$ cat src/rtl/dtw_match_select.sv
// Steps the DTW scorer through every stored word template and reports the lowest-score word or a rejection.
// Optional build macro DTW_MATCH_MARGIN_EN adds best-vs-runner-up separation checking.
`timescale 1ns/1ps
module dtw_match_select #(
    parameter int NUM_WORDS = 4,
    parameter int IDX_W     = 2,
    parameter int SCORE_W   = 26,
    parameter int TIMEOUT   = 4095,
    parameter int MARGIN    = 256
) (
    input  logic               clock,
    input  logic               reset,
    input  logic               go,
    input  logic [SCORE_W-1:0] threshold,
    output logic               score_start,
    output logic [IDX_W-1:0]   word_sel,
    input  logic [SCORE_W-1:0] score_in,
    input  logic               score_done,
    output logic               busy,
    output logic               match_valid,
    output logic [IDX_W-1:0]   match_idx,
    output logic [SCORE_W-1:0] match_score,
    output logic               no_match,
    output logic               timeout_err
);

    typedef enum logic [2:0] {
        S_IDLE,
        S_ISSUE,
        S_WAIT,
        S_COMPARE,
        S_DONE
    } state_t;

    localparam logic [IDX_W-1:0]   LAST_IDX    = IDX_W'(NUM_WORDS - 1);
    localparam logic [11:0]        TIMEOUT_CNT = 12'(TIMEOUT);
    localparam logic [SCORE_W-1:0] SCORE_MAX   = '1;

    state_t               state_q, state_d;
    logic [IDX_W-1:0]     word_sel_q, word_sel_d;
    logic [SCORE_W-1:0]   best_score_q, best_score_d;
    logic [IDX_W-1:0]     best_idx_q, best_idx_d;
    logic [SCORE_W-1:0]   cur_score_q, cur_score_d;
    logic [11:0]          wait_cnt_q, wait_cnt_d;
    logic                 done_q;
    logic                 match_valid_q, match_valid_d;
    logic [IDX_W-1:0]     match_idx_q, match_idx_d;
    logic [SCORE_W-1:0]   match_score_q, match_score_d;
    logic                 no_match_q, no_match_d;
    logic                 timeout_err_q, timeout_err_d;
    logic                 done_rise;
    logic                 ambiguous;

    // A done level left over from the previous comparison must not count as a completion.
    assign done_rise = score_done & ~done_q;

`ifdef DTW_MATCH_MARGIN_EN
    logic [SCORE_W-1:0] runner_up_q, runner_up_d;
    logic [SCORE_W:0]   separation;

    assign separation = {1'b0, runner_up_q} - {1'b0, best_score_q};
    assign ambiguous  = (NUM_WORDS > 1) && (separation < (SCORE_W+1)'(MARGIN));

    always_ff @(posedge clock) begin
        if (reset) begin
            runner_up_q <= SCORE_MAX;
        end else begin
            runner_up_q <= runner_up_d;
        end
    end
`else
    // Without runner-up tracking the separation check folds away to a constant 0.
    assign ambiguous = (MARGIN < 0);
`endif

    always_ff @(posedge clock) begin
        if (reset) begin
            state_q       <= S_IDLE;
            word_sel_q    <= '0;
            best_score_q  <= SCORE_MAX;
            best_idx_q    <= '0;
            wait_cnt_q    <= '0;
            done_q        <= 1'b0;
            match_valid_q <= 1'b0;
            match_idx_q   <= '0;
            match_score_q <= '0;
            no_match_q    <= 1'b0;
            timeout_err_q <= 1'b0;
        end else begin
            state_q       <= state_d;
            word_sel_q    <= word_sel_d;
            best_score_q  <= best_score_d;
            best_idx_q    <= best_idx_d;
            wait_cnt_q    <= wait_cnt_d;
            done_q        <= score_done;
            match_valid_q <= match_valid_d;
            match_idx_q   <= match_idx_d;
            match_score_q <= match_score_d;
            no_match_q    <= no_match_d;
            timeout_err_q <= timeout_err_d;
        end
    end

    // Captured score is pure data and is always overwritten before use.
    always_ff @(posedge clock) begin
        cur_score_q <= cur_score_d;
    end

    always_comb begin
        state_d       = state_q;
        word_sel_d    = word_sel_q;
        best_score_d  = best_score_q;
        best_idx_d    = best_idx_q;
        cur_score_d   = cur_score_q;
        wait_cnt_d    = wait_cnt_q;
        match_valid_d = 1'b0;
        match_idx_d   = match_idx_q;
        match_score_d = match_score_q;
        no_match_d    = no_match_q;
        timeout_err_d = timeout_err_q;
`ifdef DTW_MATCH_MARGIN_EN
        runner_up_d   = runner_up_q;
`endif
        case (state_q)
            S_IDLE: begin
                if (go) begin
                    best_score_d  = SCORE_MAX;
                    best_idx_d    = '0;
                    word_sel_d    = '0;
                    timeout_err_d = 1'b0;
                    no_match_d    = 1'b0;
`ifdef DTW_MATCH_MARGIN_EN
                    runner_up_d   = SCORE_MAX;
`endif
                    state_d       = S_ISSUE;
                end
            end
            S_ISSUE: begin
                wait_cnt_d = '0;
                state_d    = S_WAIT;
            end
            S_WAIT: begin
                if (done_rise) begin
                    cur_score_d = score_in;
                    state_d     = S_COMPARE;
                end else begin
                    wait_cnt_d = wait_cnt_q + 12'd1;
                    if (wait_cnt_d == TIMEOUT_CNT) begin
                        timeout_err_d = 1'b1;
                        no_match_d    = 1'b1;
                        state_d       = S_DONE;
                    end
                end
            end
            S_COMPARE: begin
                // Strict compare keeps the lower index on a tie.
                if (cur_score_q < best_score_q) begin
                    best_score_d = cur_score_q;
                    best_idx_d   = word_sel_q;
`ifdef DTW_MATCH_MARGIN_EN
                    runner_up_d  = best_score_q;
                end else if (cur_score_q < runner_up_q) begin
                    runner_up_d  = cur_score_q;
`endif
                end
                if (word_sel_q == LAST_IDX) begin
                    state_d = S_DONE;
                end else begin
                    word_sel_d = word_sel_q + IDX_W'(1);
                    state_d    = S_ISSUE;
                end
            end
            S_DONE: begin
                match_idx_d   = best_idx_q;
                match_score_d = best_score_q;
                no_match_d    = no_match_q | (best_score_q > threshold) | ambiguous;
                match_valid_d = 1'b1;
                state_d       = S_IDLE;
            end
            default: begin
                state_d = S_IDLE;
            end
        endcase
    end

    // Gated by reset so a mid-run reset never leaks a start pulse to the scorer.
    assign score_start = (state_q == S_ISSUE) & ~reset;
    assign busy        = (state_q == S_ISSUE) | (state_q == S_WAIT) | (state_q == S_COMPARE);
    assign word_sel    = word_sel_q;
    assign match_valid = match_valid_q;
    assign match_idx   = match_idx_q;
    assign match_score = match_score_q;
    assign no_match    = no_match_q;
    assign timeout_err = timeout_err_q;

endmodule

$ cat config.mk
export PLATFORM = sky130hd
export DESIGN_NAME = dtw_match_select
export DESIGN_NICKNAME = d
export VERILOG_FILES = /design/src/rtl/dtw_match_select.sv
export SDC_FILE = /design/constraint.sdc
export NUM_CORES = 1
export LEC_CHECK = 0
export BUFFER_PORTS_ARGS = -buffer_cell sky130_fd_sc_hd__buf_2
export CAP_MARGIN = 25
export CORE_ASPECT_RATIO = 1.75
export CORE_MARGIN = 4
export CORE_UTILIZATION = 40
export CTS_BUF_LIST = sky130_fd_sc_hd__clkbuf_8
export CTS_CLUSTER_SIZE = 16
export DETAILED_ROUTE_END_ITERATION = 12
export SLEW_MARGIN = 30
export SYNTH_ARGS = -nofsm -noshare
export SYNTH_HDL_FRONTEND = slang
export SYNTH_SLANG_ARGS = --single-unit
export TNS_END_PERCENT = 5
$ cat constraint.sdc
create_clock -name clock -period 3.11 [get_ports clock]
set_input_delay 0.1555 -clock clock [delete_from_list [all_inputs] [get_ports clock]]
set_output_delay 0.1555 -clock clock [all_outputs]
set_load 0.05 [all_outputs]
* Word level (Yosys, flattened, before mapping)
Cells that the tools add are included.
** Word-level totals
- Flip-flop bits (word level) :: 103
- Logic and storage cells :: 68
** Operators by class
- Add/sub/neg operators :: 2
- Order comparisons :: 2
- Equal/unequal tests :: 12
- Muxes and demuxes :: 21
- Bitwise operators :: 7
- Reduce and logical (&&, ||, !) cells :: 12
** Operator list (count)
- $mux W26 :: 2
- $pmux W26 S2 :: 1
- $gt A26 B26 Y1 :: 1
- $lt A26 B26 Y1 :: 1
- $pmux W12 S2 :: 1
- $add A12 B1 Y12 const B :: 1
- $eq A12 B12 Y1 const B :: 1
- $mux W12 :: 1
- $mux W3 :: 4
- $pmux W3 S4 :: 1
- $ne A2 B2 Y1 const B :: 5
- $pmux W2 S2 :: 2
- $reduce_and A4 Y1 :: 2
- $eq A3 B2 Y1 const B :: 2
- $mux W2 :: 3
- $reduce_and A2 Y1 :: 3
- $reduce_and A3 Y1 :: 2
- $reduce_bool A2 Y1 :: 3
- $mux W1 :: 4
- $eq A3 B1 Y1 const B :: 1
- $eq A3 B3 Y1 const B :: 1
- $logic_not A3 Y1 :: 1
- $ne A3 B3 Y1 const B :: 1
- $or A1 B1 Y1 :: 3
- 7 further kinds :: 9

* Logic depth before layout (Yosys ltp)
- Depth in word-level cells :: 5
- Mapped depth :: 9
- Gate-level depth less buffers :: 8

* Worst setup path before layout
Ideal clock, no wire load.
- Path type :: flip-flop to flip-flop
- From :: reg state_q[0]
- To :: reg cur_score_q[0], enable pin
- Data arrival time :: 1.768 ns
- Required time :: 2.701 ns
- Path slack :: 0.933 ns
- Stages on the path, launching flop included :: 4
- Path through :: dfxtp_1 nor2_1 nand2_1 nor2_1
** Between the ends
- Word-level cells in the longest chain between the ends :: 2
** RTL lines
- start: declaration :: RTL line 39 : state_t state_q, state_d;
- start signal: assignment :: RTL line 90 : state_q <= state_d;
- $eq A3 B2 Y1 :: RTL line 124 : case (state_q)
- $reduce_and A2 Y1 (no source line)
- end signal: assignment :: RTL line 106 : cur_score_q <= cur_score_d;
- end: declaration :: RTL line 43 : logic [SCORE_W-1:0] cur_score_q, cur_score_d;
No other way between the ends.
A chain may end at the register's enable or synchronous reset.

* Final worst setup path
- From :: reg best_score_q[7]
- To :: reg best_score_q[21]
** Between the ends
- Word-level cells in the longest chain between the ends :: 3
** RTL lines
- start: declaration :: RTL line 41 : logic [SCORE_W-1:0] best_score_q, best_score_d;
- start signal: assignment :: RTL line 92 : best_score_q <= best_score_d;
- $lt A26 B26 Y1 :: RTL line 157 : if (cur_score_q < best_score_q) begin
- $ne A2 B2 Y1 (no source line)
- $reduce_and A3 Y1 (no source line)
No other way between the ends.

==> results_dict.tcl <==
set metrics [dict create \
    stdcell_area_um2 6230 \
    slew_headroom_pct 64.1 \
    finalSetupViolCount 0 \
    fin_worst_skew_ns 0.0146 \
    async_flop_share_pct 0 \
    drv_slew 0 \
    root_buffer "clkbuf_8" \
    critical_path.slowest_cell "dfxtp_1" \
    required_ns 3.43 \
    dr.pass1.iters 5 \
    path_class "reg2reg" \
    mostFrequentLayoutCell "buf_2" \
    num-nets-final 790 \
    final_hold_viol_count 0 \
    drt_first_iter_violations 195 \
    area_growth_pct 21.3 \
    cp_cell_sequence "inv_1 -> ha_1 -> a21oi_1 -> o21ai_0 -> a31o_2 -> o211a_1 -> o31ai_4 -> buf_4 -> o22a_1" \
    cts_max_path_buffers 2 \
    status "complete, no violations" \
    critPathArrivalTime_ns 2.74 \
    grt_pass1_vias 4419 \
    p_leak_uw 0.00278 \
    hpwl_mm 9.86 \
    synthTopCellsByArea "dfxtp_1, edfxtp_1, ha_1" \
    syn_area_um2 5130 \
    place_area_um2 5760 \
    critPathMaxFanout 24 \
    yosysTopAreaCellShare_pct 30.0 \
    critPathBufInv 2 \
    yosysSeqAreaShare_pct 45.2 \
    holdCritPathClass "in2reg" \
    grt_pass1_wl_mm 21.3 \
    crit_path_start_kind "flop" \
    synth_cells 568 \
    globalRoute.totalOverflow 0 \
    end_kind "flop" \
    ys_types 55 \
    fmaxAchievable_mhz 414 \
    drtAntennaViolNets 0 \
    cts_tree "done" \
    powerDensity_nw_per_um2 429 \
    h-tree-depth 3 \
    initial_core_util_pct 41.1 \
    ys.flop_type "dfxtp_1" \
    mostFrequentLayoutCells "buf_2, nand2_1, dfxtp_1" \
    num_antenna_cells 0 \
    synth-seq-cells 103 \
    cap_violations 0 \
    drc 0 \
    portBuffers 90 \
    routedWlPerCell_um 15.2 \
    die_h_um 158 \
    grt_usage_pct 18.5 \
    vias 4328 \
    post_cts_buffers 0 \
    fp.dieW_um 93.7 \
    grt_max_degree 28 \
    post-route-min-period_ns 2.41 \
    critPathMaxStageDelay_ns 0.40 \
    die_area_um2 14800 \
    cts.hold.buffers_added 26 \
    synth_top_cell_by_area "dfxtp_1" \
    fin_tns_setup_ns 0 \
    max_slew.worst_pin.slew_ns 0.538 \
    core-area_um2 12500 \
    ctsResizeCount 0 \
    drive_gt1_share_pct 17.7 \
    numCtsBuffers 9 \
    pin_count 91 \
    clk_latency_ns 0.38 \
    vdd_ir_drop_max_v 0.000262 \
    syn_avg_cell_area_um2 9.04 \
    routed_wl_mm 13.0 \
    finalPower_uw 2670 \
    numClockSinks 103 \
    cts.clk_slew.worst_paths_ns 0.10 \
    syn-num-nets 678 \
    crit_family "compound AO/OA/AOI/OAI gates" \
    vias_per_cell 5.07 \
    timing.final.crit_share_pct 77.6 \
    gp_congestion 0.791 \
    synth_warnings 0 \
    row_count 54 \
    antenna_found_initial 0 \
    rsz0062_at_grt "no" \
    synth-edff-count 26 \
]
[final timing paths]
| check | slack [ns] | from | cells past startpoint | endpoint |
|---|---|---|---|---|
| max | 0.70 | best_score_q[7] | 9 | best_score_q[21] |
| min reg2reg | 0.45 | match_score[24] | 2 | match_score[24] |
| max reg2reg | 0.70 | best_score_q[7] | 9 | best_score_q[21] |
| min | 0.03 | score_done | 2 | done_q |
[cells by family after synthesis]
kind of cell    share of synthesized area (%)
simple gates                             16.3
compound gates                           18.9
flops                                    45.2
buf+inv                                  6.12
fa+ha+maj                                13.2
xor+xnor                                0.341
[metal layers]
metal	GRT usage (%)	routed length, µm
met1	20.9	5330
met2	34.0	6880
met3	2.57	413
met4	8.13	353
met5	0	0
[state kept, by name (all words and copies together) (netlist names)]
signal and flops:
cur_score_q 26, wait_cnt_q 12, match_valid 1, word_sel 2, timeout_err 1, state_q 3
match_score 26, match_idx 2, no_match 1, best_score_q 26, done_q 1, best_idx_q 2
[cells in the mapped netlist, drive strengths merged (6+ instances only)]
cell	n
nand2	85
dfxtp	77
a21oi	68
inv	61
ha	54
nor2	32
edfxtp	26
o22a	26
o21ai	22
clkbuf	15
nand4	12
nand3	9
buf	6
nor2b	6
[area by class of cell]
class,instances,area (µm²)
fillers,1229,6270
inverters,61,229
flip-flops and latches,103,2320
repair buffers,122,756
clock buffers,9,124
multi-input cells,383,2500
clock inverters,7,86.3
well taps,168,210
[stage by stage]
stage	setup WS, ns	hold WS (ns)	util [%]	instances
after floorplan	0.933	0.254	-	568
after global routing	0.468	0.0185	49.8	853
after CTS	0.663	0.0202	49.8	853
after detailed placement	0.728	0.334	46.1	811
final	0.696	0.0346	49.8	853
after global placement	0.746	0.333	46.1	811
[report_power, final]
part	total (µW)	internal [µW]	switching (µW)	leakage [µW]
Sequential	1430	1400	31.3	0.000858
Clock	908	448	460	0.000108
Combinational	330	135	195	0.00182
(Power assumes the default switching activity.)
